**src/rtl/id_ex_stage.sv**
```systemverilog
// ID/EX pipeline register with operand forwarding, load-use stall detection and
// ALU operand selection. Operands reach the ALU in the same cycle the instruction enters EX.
module id_ex_stage #(
    parameter int XLEN   = 32,
    parameter int RIDX_W = 5
) (
    input  logic              clk,
    input  logic              rst,
    input  logic              id_valid,
    input  logic [XLEN-1:0]   id_pc,
    input  logic [4:0]        id_opcode,
    input  logic [2:0]        id_func3,
    input  logic              id_func7,
    input  logic [RIDX_W-1:0] id_rs1,
    input  logic [RIDX_W-1:0] id_rs2,
    input  logic [RIDX_W-1:0] id_rd,
    input  logic [XLEN-1:0]   id_rs1_data,
    input  logic [XLEN-1:0]   id_rs2_data,
    input  logic [XLEN-1:0]   id_imm,
    input  logic              exmem_wen,
    input  logic              exmem_is_load,
    input  logic [RIDX_W-1:0] exmem_rd,
    input  logic [XLEN-1:0]   exmem_result,
    input  logic              memwb_wen,
    input  logic [RIDX_W-1:0] memwb_rd,
    input  logic [XLEN-1:0]   memwb_data,
    input  logic              flush,
    input  logic              hold,
    output logic              ex_valid,
    output logic [4:0]        ex_opcode,
    output logic [2:0]        ex_func3,
    output logic              ex_func7,
    output logic [XLEN-1:0]   ex_op1,
    output logic [XLEN-1:0]   ex_op2,
    output logic [XLEN-1:0]   ex_store_data,
    output logic [RIDX_W-1:0] ex_rd,
    output logic [XLEN-1:0]   ex_jb_target,
    output logic [XLEN-1:0]   ex_pc,
    output logic              stall_id
);

    localparam logic [4:0] OP_LOAD   = 5'b00000;
    localparam logic [4:0] OP_IMM    = 5'b00100;
    localparam logic [4:0] OP_AUIPC  = 5'b00101;
    localparam logic [4:0] OP_STORE  = 5'b01000;
    localparam logic [4:0] OP_REG    = 5'b01100;
    localparam logic [4:0] OP_LUI    = 5'b01101;
    localparam logic [4:0] OP_BRANCH = 5'b11000;
    localparam logic [4:0] OP_JALR   = 5'b11001;
    localparam logic [4:0] OP_JAL    = 5'b11011;

    typedef struct packed {
        logic              valid;
        logic [XLEN-1:0]   pc;
        logic [4:0]        opcode;
        logic [2:0]        func3;
        logic              func7;
        logic [RIDX_W-1:0] rs1;
        logic [RIDX_W-1:0] rs2;
        logic [RIDX_W-1:0] rd;
        logic [XLEN-1:0]   rs1_val;
        logic [XLEN-1:0]   rs2_val;
        logic [XLEN-1:0]   imm;
    } ex_state_t;

    ex_state_t      st;
    ex_state_t      bubble_s;
    ex_state_t      capture_s;
    logic [XLEN-1:0] f1;
    logic [XLEN-1:0] f2;
    logic [XLEN-1:0] jb_sum;

    // Loads in EX/MEM have no data yet, so they are excluded from forwarding.
    function automatic logic [XLEN-1:0] fwd(
        input logic [RIDX_W-1:0] s,
        input logic [XLEN-1:0]   reg_val,
        input logic              xm_wen,
        input logic              xm_load,
        input logic [RIDX_W-1:0] xm_rd,
        input logic [XLEN-1:0]   xm_res,
        input logic              mw_wen,
        input logic [RIDX_W-1:0] mw_rd,
        input logic [XLEN-1:0]   mw_data
    );
        if (s == '0)
            return '0;
        else if (xm_wen && !xm_load && xm_rd == s)
            return xm_res;
        else if (mw_wen && mw_rd == s)
            return mw_data;
        else
            return reg_val;
    endfunction

    always_comb begin
        f1 = fwd(st.rs1, st.rs1_val, exmem_wen, exmem_is_load, exmem_rd, exmem_result,
                 memwb_wen, memwb_rd, memwb_data);
        f2 = fwd(st.rs2, st.rs2_val, exmem_wen, exmem_is_load, exmem_rd, exmem_result,
                 memwb_wen, memwb_rd, memwb_data);
    end

    assign stall_id = st.valid && st.opcode == OP_LOAD && st.rd != '0
                      && (st.rd == id_rs1 || st.rd == id_rs2)
                      && id_valid && !flush && !hold;

    always_comb begin
        bubble_s        = '0;
        bubble_s.opcode = OP_IMM;
        capture_s = '{valid: 1'b1, pc: id_pc, opcode: id_opcode, func3: id_func3,
                      func7: id_func7, rs1: id_rs1, rs2: id_rs2, rd: id_rd,
                      rs1_val: id_rs1_data, rs2_val: id_rs2_data, imm: id_imm};
    end

    always_ff @(posedge clk) begin
        if (rst || flush) begin
            st <= bubble_s;
        end else if (hold) begin
            // Refresh operands so write-backs retiring during the freeze are kept.
            st.rs1_val <= f1;
            st.rs2_val <= f2;
        end else if (stall_id || !id_valid) begin
            st <= bubble_s;
        end else begin
            st <= capture_s;
        end
    end

    always_comb begin
        ex_op1 = '0;
        ex_op2 = '0;
        case (st.opcode)
            OP_REG, OP_BRANCH: begin
                ex_op1 = f1;
                ex_op2 = f2;
            end
            OP_IMM, OP_LOAD, OP_STORE: begin
                ex_op1 = f1;
                ex_op2 = st.imm;
            end
            OP_JALR, OP_JAL, OP_AUIPC: begin
                ex_op1 = st.pc;
                ex_op2 = st.imm;
            end
            OP_LUI: ex_op2 = st.imm;
            default: ;
        endcase
    end

    assign jb_sum       = ((st.opcode == OP_JALR) ? f1 : st.pc) + st.imm;
    assign ex_jb_target = (st.opcode == OP_JALR) ? {jb_sum[XLEN-1:1], 1'b0} : jb_sum;

    assign ex_valid      = st.valid;
    assign ex_opcode     = st.opcode;
    assign ex_func3      = st.func3;
    assign ex_func7      = st.func7;
    assign ex_store_data = f2;
    assign ex_rd         = st.rd;
    assign ex_pc         = st.pc;

endmodule

```
**config.mk**
```make
export PLATFORM = sky130hd
export DESIGN_NAME = id_ex_stage
export DESIGN_NICKNAME = d
export VERILOG_FILES = /design/src/rtl/id_ex_stage.sv
export SDC_FILE = /design/constraint.sdc
export NUM_CORES = 1
export LEC_CHECK = 0
export ABC_AREA = 1
export ABC_CLOCK_PERIOD_IN_PS = 5410
export BUFFER_PORTS_ARGS = -buffer_cell sky130_fd_sc_hd__buf_4
export CELL_PAD_IN_SITES_DETAIL_PLACEMENT = 1
export CELL_PAD_IN_SITES_GLOBAL_PLACEMENT = 2
export CORE_AREA = 8 8 215 217
export CTS_CLUSTER_DIAMETER = 150
export DETAILED_ROUTE_END_ITERATION = 12
export DIE_AREA = 0 0 223 225
export MAX_ROUTING_LAYER = met4
export PLACE_DENSITY = 0.89
export SLEW_MARGIN = 30
export SYNTH_ARGS = -nofsm -noshare
export SYNTH_HDL_FRONTEND = slang
export SYNTH_SLANG_ARGS = --single-unit
export TNS_END_PERCENT = 1
```
**constraint.sdc**
```tcl
create_clock -name clk -period 5.41 [get_ports clk]
set_input_delay 0 -clock clk [delete_from_list [all_inputs] [get_ports clk]]
set_output_delay 0 -clock clk [all_outputs]
set_load 0.02 [all_outputs]
```
==> impl_metrics.tcl <==
set metrics [dict create \
    outcome "completed" \
    power_density_mw_per_mm2 184 \
    worstPathCellList "inv_2 > nand2_1 > nand2_1 > nor2_1 > nand3_2 > buf_4 > nor2_1 > nor2_1 > nand2_1 > o21ai_0 > ha_1 > nand2_1 > nor2_1 > inv_1 > nor3_1 > nand3_1 > o211ai_1 > nand2_1 > nand2_1 > buf_4" \
    cts_max_path_buffers 2 \
    nets 2601 \
    reg2reg_depth 9 \
    synth_commonest_cells "nand2_1 (414), nand3_1 (312), a21oi_1 (198)" \
    r2r_end "st[49]" \
    fin_area_mm2 0.0170 \
    hold_violations 0 \
    syn_area_mm2 0.0115 \
    io_pins 410 \
    reg2reg_from "st[102]" \
    root_buffer "clkbuf_16" \
    place_area_mm2 0.0145 \
    drc 0 \
    fmax_ghz 0.217 \
    grt_pass1_wl_um 103000 \
    grt_pass1_vias 16400 \
    ys_ff_latch 153 \
    dieHeight_um 225 \
    worstMarginPinSlew_ps 977 \
    worstSkewPairLatency_ps 450 \
    cts-buffers-inserted 17 \
    tns_ps 0 \
    cp_num_buf_inv 4 \
    critical-path-top-delay-family "simple AND/OR/NAND/NOR gates" \
    synthTopCellsByArea "dfxtp_1 (27%), nand3_1 (14%), nand2_1 (14%)" \
    min_path_cells 5 \
    avgRoutedWirePerCell_um 23.7 \
    skew_ps 9.50 \
    ant_nets 0 \
    first_iter_violations 1097 \
    cp.required_ps 5410 \
    synth_flop_cell "dfxtp_1" \
    end_kind "primary output" \
    grtUsageTotal_pct 27.2 \
    cpMaxStageDelayCell "nand3_2" \
    clk_pin_slew_ps 70 \
    yosysTopAreaCell "dfxtp_1" \
    drtPass1Iterations 6 \
    ys_warn_count 0 \
    cts_setup_buffers 0 \
    critPathLaunch "st[107]" \
    synth_top_area_share_pct 26.7 \
    reg2reg_slack_ps 2030 \
    cts_sinks 153 \
    antenna_found_initial 9 \
    fin_crit_sh_pct 85.2 \
    start_util_pct 26.8 \
    critPathKind "reg -> out" \
    rsz0062_at_grt "no" \
    syn_area_per_cell_um2 6.11 \
    peakVddDrop_v 0.000202 \
    vias 15200 \
    vias_per_cell 5.25 \
    setup_viol 0 \
    postSynthCellCount 1874 \
    hpwlAfterDp_um 50500 \
    yosysMostFrequentCell "nand2_1" \
    drive_gt1_share_pct 22.1 \
    cpMostUsedCell "nand2_1" \
    grt_max_degree 154 \
    drv_cap 0 \
    leakage_uw 0.00754 \
    min_period_ps 4610 \
    cp-start-kind "flip-flop" \
    wirelength_um 68600 \
    maxSlewViolCount 0 \
    tritoncts "done" \
    overflow 0 \
    ys_seq_area_share_pct 26.7 \
    min_from "exmem_result[11]" \
    crit_path_max_fanout 38 \
    die_w_um 223 \
    netlist-cell-type-count 38 \
    slowest_delay_ps 490 \
    cts_max_level 4 \
    worstPathArrival_ps 4610 \
    synth-edff-count 0 \
    core_mm2 0.0427 \
    dieArea_mm2 0.0502 \
    hold-path-endpoint "st[43]" \
    slew_headroom_pct 34.8 \
    hold_class "in -> reg" \
    gp_congestion 0.883 \
    synthesis.nets 2140 \
    placementRows 76 \
    ys_async_sr_fraction_pct 0 \
    numPortBuffers 409 \
    syn2layout_area_growth_pct 48.1 \
]
==> stage by stage <==
step           util [%]  power, µW  hold slack (ps)  setup WS (ps)  cells
2_1_floorplan         -       1460              115           2360   1874
3_3_place_gp       34.0       1760              256           1270   2678
3_5_place_dp       34.0       1770              260           1220   2678
4_1_cts            39.6       3130            0.269            706   2892
5_1_grt            39.7       3230             31.9            397   2900
6_report           39.7       3120             20.7            802   2901
==> power by group <==
part | internal (µW) | leakage [µW] | total [µW] | switching (µW)
logic | 299 | 0.00602 | 679 | 380
clock network | 726 | 0.000286 | 1270 | 540
registers | 1150 | 0.00124 | 1170 | 23.2
total | 2170 | 0.00754 | 3120 | 943
==> flip-flops by register name, indices dropped and copies added (netlist names) <==
register   count
st           106
ex_pc         32
ex_opcode      5
ex_func7       1
ex_func3       3
ex_rd          5
ex_valid       1
==> kinds of logic (layout without fill, tap and decap cells) <==
family                     Yosys count  count (layout)  share of synthesized area [%]
AOI/OAI and AO/OA                  353             353                           16.3
DFF                                153             153                           26.7
and+or+nand+nor                    995             995                           38.1
buffers and inverters              305             778                           12.6
xor gates and xnor gates            36              36                           2.75
adders and majority gates           32              32                           3.56
other                                0               8                              0
==> cells in the final DEF (no fill, tap or decap), types with 45 or more instances in the layout <==
cell type      instances
dfxtp_1              153
buf_4                426
o21ai_1               45
nand3_1              312
dlygate4sd3_1        183
a21oi_1              198
nand2_1              414
nand4_1               70
nor2_1               179
o21ai_0               73
inv_1                 93
==> worst max-delay path by stage <==
| stage | endpoint | slack (ps) | depth (start not counted) |
|---|---|---|---|
| floorplan | ex_jb_target[30] | 2360 | 16 |
| global placement | ex_jb_target[28] | 1270 | 17 |
| detailed placement | ex_jb_target[28] | 1220 | 17 |
| CTS | ex_jb_target[28] | 710 | 17 |
| global route | ex_jb_target[28] | 400 | 17 |
| finish | ex_jb_target[26] | 800 | 20 |
==> repair_timing <==
| action | CTS | global route |
|---|---|---|
| endpoints found under the setup margin | 0 | 0 |
| endpoints found under the hold margin | 152 | 0 |
| gates resized for setup | 0 | 0 |
| hold buffers | 183 | 0 |
==> routing by layer <==
layer / wire length [µm] / share of wire (%) / up-vias / global-route usage, %
met5: 0 / 0 / - / -
met4: 2410 / 3.5 / 0 / 10.2
met3: 3800 / 5.5 / 111 / 5.27
met2: 33100 / 48 / 525 / 46.1
met1: 29300 / 43 / 7450 / 31.8
li1: - / - / 7157 / -
==> layout make-up <==
| cell class | instances | area [µm²] |
|---|---|---|
| Antenna cell | 8 | 20.0 |
| Clock buffer | 24 | 492 |
| Clock inverter | 7 | 91.3 |
| Fill cell | 5460 | 25700 |
| Inverter | 135 | 512 |
| Multi-Input combinational cell | 1416 | 7010 |
| Sequential cell | 153 | 3060 |
| Tap cell | 546 | 683 |
| Timing Repair Buffer | 612 | 5090 |
==> worst reg2reg max path, stage by stage (launching register included) <==
cell,delay (ps)
dfxtp_1,480
o22ai_2,150
nor2_4,100
buf_4,410
nand3_2,860
nand2_1,330
nand3_1,130
nand3_1,120
a21oi_1,80
dlygate4sd3_1,610
(Power assumes the default switching activity.)
